===== src/rtl/pipeline_mem_arbiter.sv =====
// -----------------------------------------------------------------------------
// pipeline_mem_arbiter
//   Shares one single-port memory between the fetch stage (imem) and the
//   memory stage (dmem) of an RV32I pipeline. One transaction is in flight at
//   a time. Dmem wins conflicts, but after MAX_D_STREAK consecutive dmem grants
//   with a fetch waiting, the fetch is granted. A front-end flush drops an
//   in-flight fetch so its response never reaches the fetch stage.
//
// Ports
//   clk, rst_n                 clock, asynchronous active-low reset
//   imem_addr_i/rmask_i        fetch request (rmask != 0 means request)
//   imem_rdata_o/resp_o        fetch data and one-cycle completion pulse
//   dmem_addr_i/rmask_i/
//   wmask_i/wdata_i            load/store request ((rmask|wmask) != 0)
//   dmem_rdata_o/resp_o        load data and one-cycle completion pulse
//   mem_addr_o/rmask_o/
//   wmask_o/wdata_o            registered request towards the memory
//   mem_rdata_i/resp_i         memory read data and completion pulse
//   if_flush_i                 front-end redirect
//   busy_o                     a transaction is issued or outstanding
// -----------------------------------------------------------------------------
module pipeline_mem_arbiter #(
    parameter int MAX_D_STREAK = 4
) (
    input  logic        clk,
    input  logic        rst_n,
    input  logic [31:0] imem_addr_i,
    input  logic [3:0]  imem_rmask_i,
    output logic [31:0] imem_rdata_o,
    output logic        imem_resp_o,
    input  logic [31:0] dmem_addr_i,
    input  logic [3:0]  dmem_rmask_i,
    input  logic [3:0]  dmem_wmask_i,
    input  logic [31:0] dmem_wdata_i,
    output logic [31:0] dmem_rdata_o,
    output logic        dmem_resp_o,
    output logic [31:0] mem_addr_o,
    output logic [3:0]  mem_rmask_o,
    output logic [3:0]  mem_wmask_o,
    output logic [31:0] mem_wdata_o,
    input  logic [31:0] mem_rdata_i,
    input  logic        mem_resp_i,
    input  logic        if_flush_i,
    output logic        busy_o
);

    typedef enum logic [2:0] {
        IDLE    = 3'd0,
        ISSUE_I = 3'd1,
        ISSUE_D = 3'd2,
        WAIT_I  = 3'd3,
        WAIT_D  = 3'd4,
        DROP_I  = 3'd5
    } state_e;

    localparam logic [3:0] MAX_STREAK = 4'(MAX_D_STREAK);

    state_e      state_q, state_d;
    logic [3:0]  d_streak_q, d_streak_d;
    logic [31:0] mem_addr_q, mem_addr_d;
    logic [3:0]  mem_rmask_q, mem_rmask_d;
    logic [3:0]  mem_wmask_q, mem_wmask_d;
    logic [31:0] mem_wdata_q, mem_wdata_d;
    logic [31:0] imem_rdata_q, dmem_rdata_q;

    logic i_req_s, d_req_s, i_live_s, streak_full_s;
    logic grant_i_s, grant_d_s, imem_resp_s, dmem_resp_s;

    assign i_req_s       = (imem_rmask_i != 4'h0);
    assign d_req_s       = ((dmem_rmask_i | dmem_wmask_i) != 4'h0);
    // A fetch only competes for the memory when it is not being flushed.
    assign i_live_s      = i_req_s && !if_flush_i;
    assign streak_full_s = (d_streak_q == MAX_STREAK);

    // Next-state, grant and response-routing decode.
    always_comb begin
        state_d     = state_q;
        grant_i_s   = 1'b0;
        grant_d_s   = 1'b0;
        imem_resp_s = 1'b0;
        dmem_resp_s = 1'b0;
        case (state_q)
            IDLE: begin
                // Dmem wins unless a live fetch has waited out the streak.
                if (d_req_s && !(i_live_s && streak_full_s)) begin
                    grant_d_s = 1'b1;
                    state_d   = ISSUE_D;
                end else if (i_live_s) begin
                    grant_i_s = 1'b1;
                    state_d   = ISSUE_I;
                end else begin
                    state_d = IDLE;
                end
            end
            ISSUE_I, WAIT_I: begin
                // A flush kills the fetch; a response in the flush cycle
                // itself is swallowed and the memory is free again.
                if (if_flush_i) begin
                    state_d = mem_resp_i ? IDLE : DROP_I;
                end else if (mem_resp_i) begin
                    imem_resp_s = 1'b1;
                    state_d     = IDLE;
                end else begin
                    state_d = WAIT_I;
                end
            end
            ISSUE_D, WAIT_D: begin
                if (mem_resp_i) begin
                    dmem_resp_s = 1'b1;
                    state_d     = IDLE;
                end else begin
                    state_d = WAIT_D;
                end
            end
            DROP_I: begin
                if (mem_resp_i) begin
                    state_d = IDLE;
                end else begin
                    state_d = DROP_I;
                end
            end
            default: begin
                state_d = IDLE;
            end
        endcase
    end

    // Starvation counter and memory request register next-state.
    always_comb begin
        d_streak_d  = d_streak_q;
        mem_addr_d  = mem_addr_q;
        mem_wdata_d = mem_wdata_q;
        mem_rmask_d = 4'h0;
        mem_wmask_d = 4'h0;
        if (grant_d_s) begin
            mem_addr_d  = dmem_addr_i;
            mem_rmask_d = dmem_rmask_i;
            mem_wmask_d = dmem_wmask_i;
            mem_wdata_d = dmem_wdata_i;
            if (i_live_s) begin
                d_streak_d = streak_full_s ? d_streak_q : d_streak_q + 4'd1;
            end else if (!i_req_s) begin
                d_streak_d = 4'd0;
            end else begin
                d_streak_d = d_streak_q;
            end
        end else if (grant_i_s) begin
            mem_addr_d  = imem_addr_i;
            mem_rmask_d = imem_rmask_i;
            mem_wmask_d = 4'h0;
            mem_wdata_d = 32'h0;
            d_streak_d  = 4'd0;
        end else begin
            d_streak_d = d_streak_q;
        end
    end

    // FSM state and starvation counter registers.
    always_ff @(posedge clk or negedge rst_n) begin
        if (!rst_n) begin
            state_q    <= IDLE;
            d_streak_q <= 4'd0;
        end else begin
            state_q    <= state_d;
            d_streak_q <= d_streak_d;
        end
    end

    // Memory-side request registers; masks are live only in ISSUE_x.
    always_ff @(posedge clk or negedge rst_n) begin
        if (!rst_n) begin
            mem_addr_q  <= 32'h0;
            mem_rmask_q <= 4'h0;
            mem_wmask_q <= 4'h0;
            mem_wdata_q <= 32'h0;
        end else begin
            mem_addr_q  <= mem_addr_d;
            mem_rmask_q <= mem_rmask_d;
            mem_wmask_q <= mem_wmask_d;
            mem_wdata_q <= mem_wdata_d;
        end
    end

    // Read data holding registers; each port keeps its last returned word.
    always_ff @(posedge clk or negedge rst_n) begin
        if (!rst_n) begin
            imem_rdata_q <= 32'h0;
            dmem_rdata_q <= 32'h0;
        end else begin
            if (imem_resp_s) begin
                imem_rdata_q <= mem_rdata_i;
            end
            if (dmem_resp_s) begin
                dmem_rdata_q <= mem_rdata_i;
            end
        end
    end

    // Responses are combinational so data reaches the owner in the
    // same cycle the memory completes.
    assign imem_resp_o  = imem_resp_s;
    assign dmem_resp_o  = dmem_resp_s;
    assign imem_rdata_o = imem_resp_s ? mem_rdata_i : imem_rdata_q;
    assign dmem_rdata_o = dmem_resp_s ? mem_rdata_i : dmem_rdata_q;
    assign mem_addr_o   = mem_addr_q;
    assign mem_rmask_o  = mem_rmask_q;
    assign mem_wmask_o  = mem_wmask_q;
    assign mem_wdata_o  = mem_wdata_q;
    assign busy_o       = (state_q != IDLE);

endmodule


===== config.mk =====
export PLATFORM = sky130hd
export DESIGN_NAME = pipeline_mem_arbiter
export DESIGN_NICKNAME = d
export VERILOG_FILES = /design/src/rtl/pipeline_mem_arbiter.sv
export SDC_FILE = /design/constraint.sdc
export NUM_CORES = 1
export LEC_CHECK = 0
export BUFFER_PORTS_ARGS = -buffer_cell sky130_fd_sc_hd__buf_2
export CORE_ASPECT_RATIO = 1.1
export CORE_MARGIN = 3
export CORE_UTILIZATION = 25
export DETAILED_ROUTE_END_ITERATION = 7
export PLACE_DENSITY_LB_ADDON = 0.2
export SLEW_MARGIN = 20
export SYNTH_ARGS = -nofsm -noshare
export SYNTH_HDL_FRONTEND = slang
export SYNTH_SLANG_ARGS = --single-unit
export TNS_END_PERCENT = 100

===== constraint.sdc =====
create_clock -name clk -period 2.89 [get_ports clk]
set_clock_uncertainty 0.05 [all_clocks]
set_input_delay 0.4335 -clock clk [delete_from_list [all_inputs] [get_ports clk]]
set_output_delay 0.4335 -clock clk [all_outputs]
set_load 0.01 [all_outputs]

## Yosys cells after proc, flatten, opt, wreduce, memory -nomap -nowiden

Index checks and enable logic that the tools add are counted.

| storage, ports and cells | value |
|---|---|
| register bits after elaboration | 143 |
| bits of input ports | 144 |
| output and inout bits | 139 |

| operators by class | value |
|---|---|
| reductions and logical operators | 13 |
| muxes and demuxes | 30 |
| eq/ne operators | 8 |
| add/subtract/negate cells | 1 |
| bitwise operators | 1 |

Operators by type and width:

| cell | number |
|---|---|
| two-way mux 32 bit | 6 |
| two-way mux 4 bit | 8 |
| case mux 3 bit (4 select lines) | 1 |
| two-way mux 1 bit | 10 |
| two-way mux 3 bit | 3 |
| nonzero test 4 bit | 2 |
| equality test 3 x 2 -> 1 bit, second input constant | 2 |
| equality test 3 bit, second input constant | 2 |
| != test 3 bit, second input constant | 2 |
| adder 4 x 1 -> 4 bit, second input constant | 1 |
| equality test 4 x 3 -> 1 bit, second input constant | 1 |
| two-way mux 2 bit | 2 |
| OR 4 bit | 1 |
| OR reduction 2 bit | 2 |
| equality test 3 x 1 -> 1 bit, second input constant | 1 |
| logical AND 1 bit | 3 |
| zero test 3 bit | 1 |
| AND reduction 3 bit | 1 |
| nonzero test 3 bit | 1 |
| zero test 1 bit | 2 |
| nonzero test 2 bit | 1 |

## Depth between registers and ports, before layout

| logic depth | value |
|---|---|
| depth after elaboration | 9 |
| mapped depth | 8 |
| depth with buffers taken out | 6 |

## Least setup slack after synthesis

No wires, ideal clock.

| path | value |
|---|---|
| kind | reg2out |
| start | register state_q[2] |
| end | output port imem_rdata_o[22] |
| arrival time | 1554 ps |
| path slack | 852 ps |
| data required time | 2407 ps |
| stages on the path, launching flop included | 6 |
| path buffers | 2 |
| cells stage by stage | dfrtp_1 nor2_1 and3_1 clkbuf_1 buf_2 mux2_2 |

| between the ends | value |
|---|---|
| cells in the longest elaborated chain, start to end | 4 |
| elaborated cells on any way between the ends | 5 |
| classes of those cells | eq/ne: 2; mux: 2; reduce/logical: 1 |

RTL lines:

| what | RTL line | RTL |
|---|---|---|
| start, declared | 58 | `state_e state_q, state_d;` |
| start signal, assigned | 164 | `state_q <= state_d;` |
| equality test 3 x 1 -> 1 bit or equality test 3 x 2 -> 1 bit (tied branches) | 82 | `case (state_q)` |
| OR reduction 2 bit (*) | 82 |  |
| two-way mux 1 bit (*) | 82 |  |
| via imem_resp_o | 30 | `output logic imem_resp_o,` |
| two-way mux 32 bit (*) | -- |  |
| end, declared | 29 | `output logic [31:0] imem_rdata_o,` |

The timed path passes the listed nets; every way through them passes the cells marked *.

## Worst setup path after layout

| path | value |
|---|---|
| start | register state_q[2] |
| end | output port dmem_rdata_o[12] |

| between the ends | value |
|---|---|
| cells in the longest elaborated chain, start to end | 4 |
| elaborated cells on any way between the ends | 5 |
| classes of those cells | eq/ne: 2; mux: 2; reduce/logical: 1 |

RTL lines:

| what | RTL line | RTL |
|---|---|---|
| equality test 3 x 2 -> 1 bit or equality test 3 bit (tied branches) | 82 |  |
| OR reduction 2 bit (*) | 82 |  |
| two-way mux 1 bit (*) | 82 |  |
| two-way mux 32 bit (*) | -- |  |
| end, declared | 35 | `output logic [31:0] dmem_rdata_o,` |

Every way passes the cells marked *; elsewhere a longest branch is shown, timed or not.

==> impl_metrics.toml <==
[yosys]
synth.area.top_cells = "dfrtp_1 (62%), mux2_2 (7.1%), a221o_1 (5.9%), mux2_1 (5.7%), a22o_1 (5.7%)"
async_flop_share_pct = 100.0
synth_edf_count = 0
synth_area_um2 = 5733
ys.flop_type = "dfrtp_1"
synth_top_area_share_pct = 62.42
yosys.area.top_type = "dfrtp_1"
synthMostInstantiatedCell = "dfrtp_1"
ys_types = 38
yosys-top-cells-count = "dfrtp_1 (143), a22o_1 (37), and3_1 (37)"
syn_area_per_cell_um2 = 14.89
syn_inst = 385
ys_seq_elements = 143
yosysSeqAreaShare_pct = 62.42
yosysWarnings = 0
synth_nets = 531

[cts]
cts.sinks = 143
cts_tree = "yes"
tritoncts.num_buffers = 17
clock_path_buffers = 2
cts.htree.levels = 4
insertion_delay_ps = 410
cts_root_buf = "clkbuf_16"
path_clk_slew_ps = 60

[finish]
drive_above_1_share_pct = 54.40
multiInputGateArea_um2 = 1949
areaGrowthSynthToFinish_pct = 40.48
fin_nets = 815
num-fill-cells = 2230
stdcell_area_um2 = 8054
register_area_um2 = 3578

[global_routing]
gr-total-overflow = 0
grt_usage_pct = 13.44
grt_max_degree = 71
grt_pass1_wl_um = 25850
grt_pass1_vias = 4744
antenna_found_initial = 4

[sta]
setup_slack_ps = 261.8
tightest_slew_ps = 652.5
rsz0062_at_grt = "false"
slew_violations = 0
fin_crit_ps = 2628
fin_crit_sh_pct = 90.94
hold_viol_final = 0
clock.fmax_mhz = 380.5
setup_violations = 0
relSlewSlack_pct = 56.50
setup-tns-final_ps = 0

[run]
cap_viol_max_count = 0

[route]
wirelength_um = 17040
vias_per_cell = 4.590
antenna_left = 0
dr.first_iter.drc_count = 152
wire_per_inst_um = 17.43
route.detailed.drc = 0
first_pass_iters = 4
vias = 4489

[critical_path]
start_kind = "flop"
crit_fanout = 23
r2r_end = "mem_addr_o[22]"
reg2reg_slack_ps = 820
reg2reg_depth = 7
cp.arrival_ps = 2140
end_kind = "output pin"
worstSetupPathType = "reg -> out"
required_ps = 2410
rr_startpoint = "d_streak_q[0]"

[status]
status = "finished, final reports clean"

[worst_hold_path]
min_to = "state_q[2]"
min_path_type = "in -> reg"
hold_start = "mem_resp_i"
hold_path_depth = 2

[die]
core-area_um2 = 22320
rows = 57
die_area_um2 = 24790
start_util_pct = 25.68
die_x_um = 150.4
pin_count = 283
dieHeight_um = 164.8

[placed_design]
hpwl_um = 12840
place.gp.congestion = 0.7437
dpl-instance-area_um2 = 7478
portBuffers = 282
dpl_worst_slack_ps = 625.4

[pwr]
peakVddDrop_v = 0.0004496
leakagePower_nw = 4.181
p_per_area_nw_per_um2 = 1142
cells by family (layout without fill, tap and decap cells):
family / count (synthesis) / after routing / synth area share (%)
buffers and inverters: 34 / 331 / 3.928
other: 0 / 1 / 0
and+or+nand+nor: 59 / 59 / 7.180
muxes: 66 / 66 / 12.94
adders and majority gates: 2 / 2 / 0.4364
DFF: 143 / 143 / 62.42
AOI/OAI and AO/OA: 80 / 80 / 12.94
xor gates and xnor gates: 1 / 1 / 0.1528
what timing repair did:
item	CTS	global route
gates resized for setup	0	0
hold buffers	1	0
setup buffers	0	0
endpoints found under the hold margin	24	0
per-layer routing:
metal | track usage (%) | vias to the layer above | part of all wire (%)
li1 | - | 2033 | -
met1 | 16.14 | 2213 | 41
met2 | 22.58 | 218 | 49
met3 | 4.473 | 19 | 8.9
met4 | 4.576 | 6 | 1.5
met5 | 0 | - | 0.24
power breakdown:
part	internal, mW	switching, mW
clock	1.20	0.886
sequential	2.91	0.413
combinational	1.78	2.00
how the worst max path moves through the flow:
| stage | startpoint | endpoint | slack [ps] | depth (start not counted) |
|---|---|---|---|---|
| after CTS | state_q[2] | dmem_rdata_o[12] | 210 | 5 |
| after global placement | mem_resp_i | dmem_rdata_o[12] | 640 | 6 |
| final | state_q[2] | dmem_rdata_o[12] | 260 | 5 |
| after detailed placement | mem_resp_i | dmem_rdata_o[12] | 630 | 6 |
| after global routing | state_q[1] | dmem_rdata_o[12] | 130 | 5 |
| after floorplan | state_q[2] | imem_rdata_o[22] | 850 | 5 |
metrics by stage:
step                      power (mW)  cells  hold WS [ps]  utilization [%]
after floorplan                5.621    385         87.91                -
after global placement         7.120    944         416.9            33.50
after detailed placement       7.213    944         426.3            33.50
after CTS                      9.378    977         116.0            36.07
after global routing           9.815    978         131.3            36.08
final                          9.196    978         144.0            36.08
placed cells by master (no fill, tap or decap), types with 2 or more instances in the layout:
master / count
buf_2: 281
dfrtp_1: 143
a22o_1: 37
and3_1: 37
mux2_2: 36
a221o_1: 34
mux2_1: 29
clkbuf_16: 17
clkinvlp_4: 6
buf_4: 6
inv_1: 5
nor2_1: 5
inv_6: 5
buf_12: 5
nand2_1: 2
nor4_4: 2
and2_1: 2
a31o_2: 2
ha_1: 2
clkbuf_1: 2
critical path: stages, from the launching register on:
cell     delay (ps)
dfrtp_1         470
xnor2_1         160
or3_1           330
buf_4           250
mux2_1          370
buf_2           150
state kept, by name, summed over array words and instances, names as in the netlist:
| name | flops |
|---|---|
| dmem_rdata_q | 32 |
| imem_rdata_q | 32 |
| mem_addr_o | 32 |
| mem_wdata_o | 32 |
| d_streak_q | 4 |
| mem_rmask_o | 4 |
| mem_wmask_o | 4 |
| state_q | 3 |
layout make-up:
class,instances,share of cell area (%)
multi-input cells,208,24.20
clock buffers,19,5.375
well taps,295,4.583
flip-flops and latches,143,44.43
clock inverters,13,1.616
inverters,5,0.2330
repair buffers,294,19.53
diodes,1,0.03107
(Power assumes the default switching activity.)
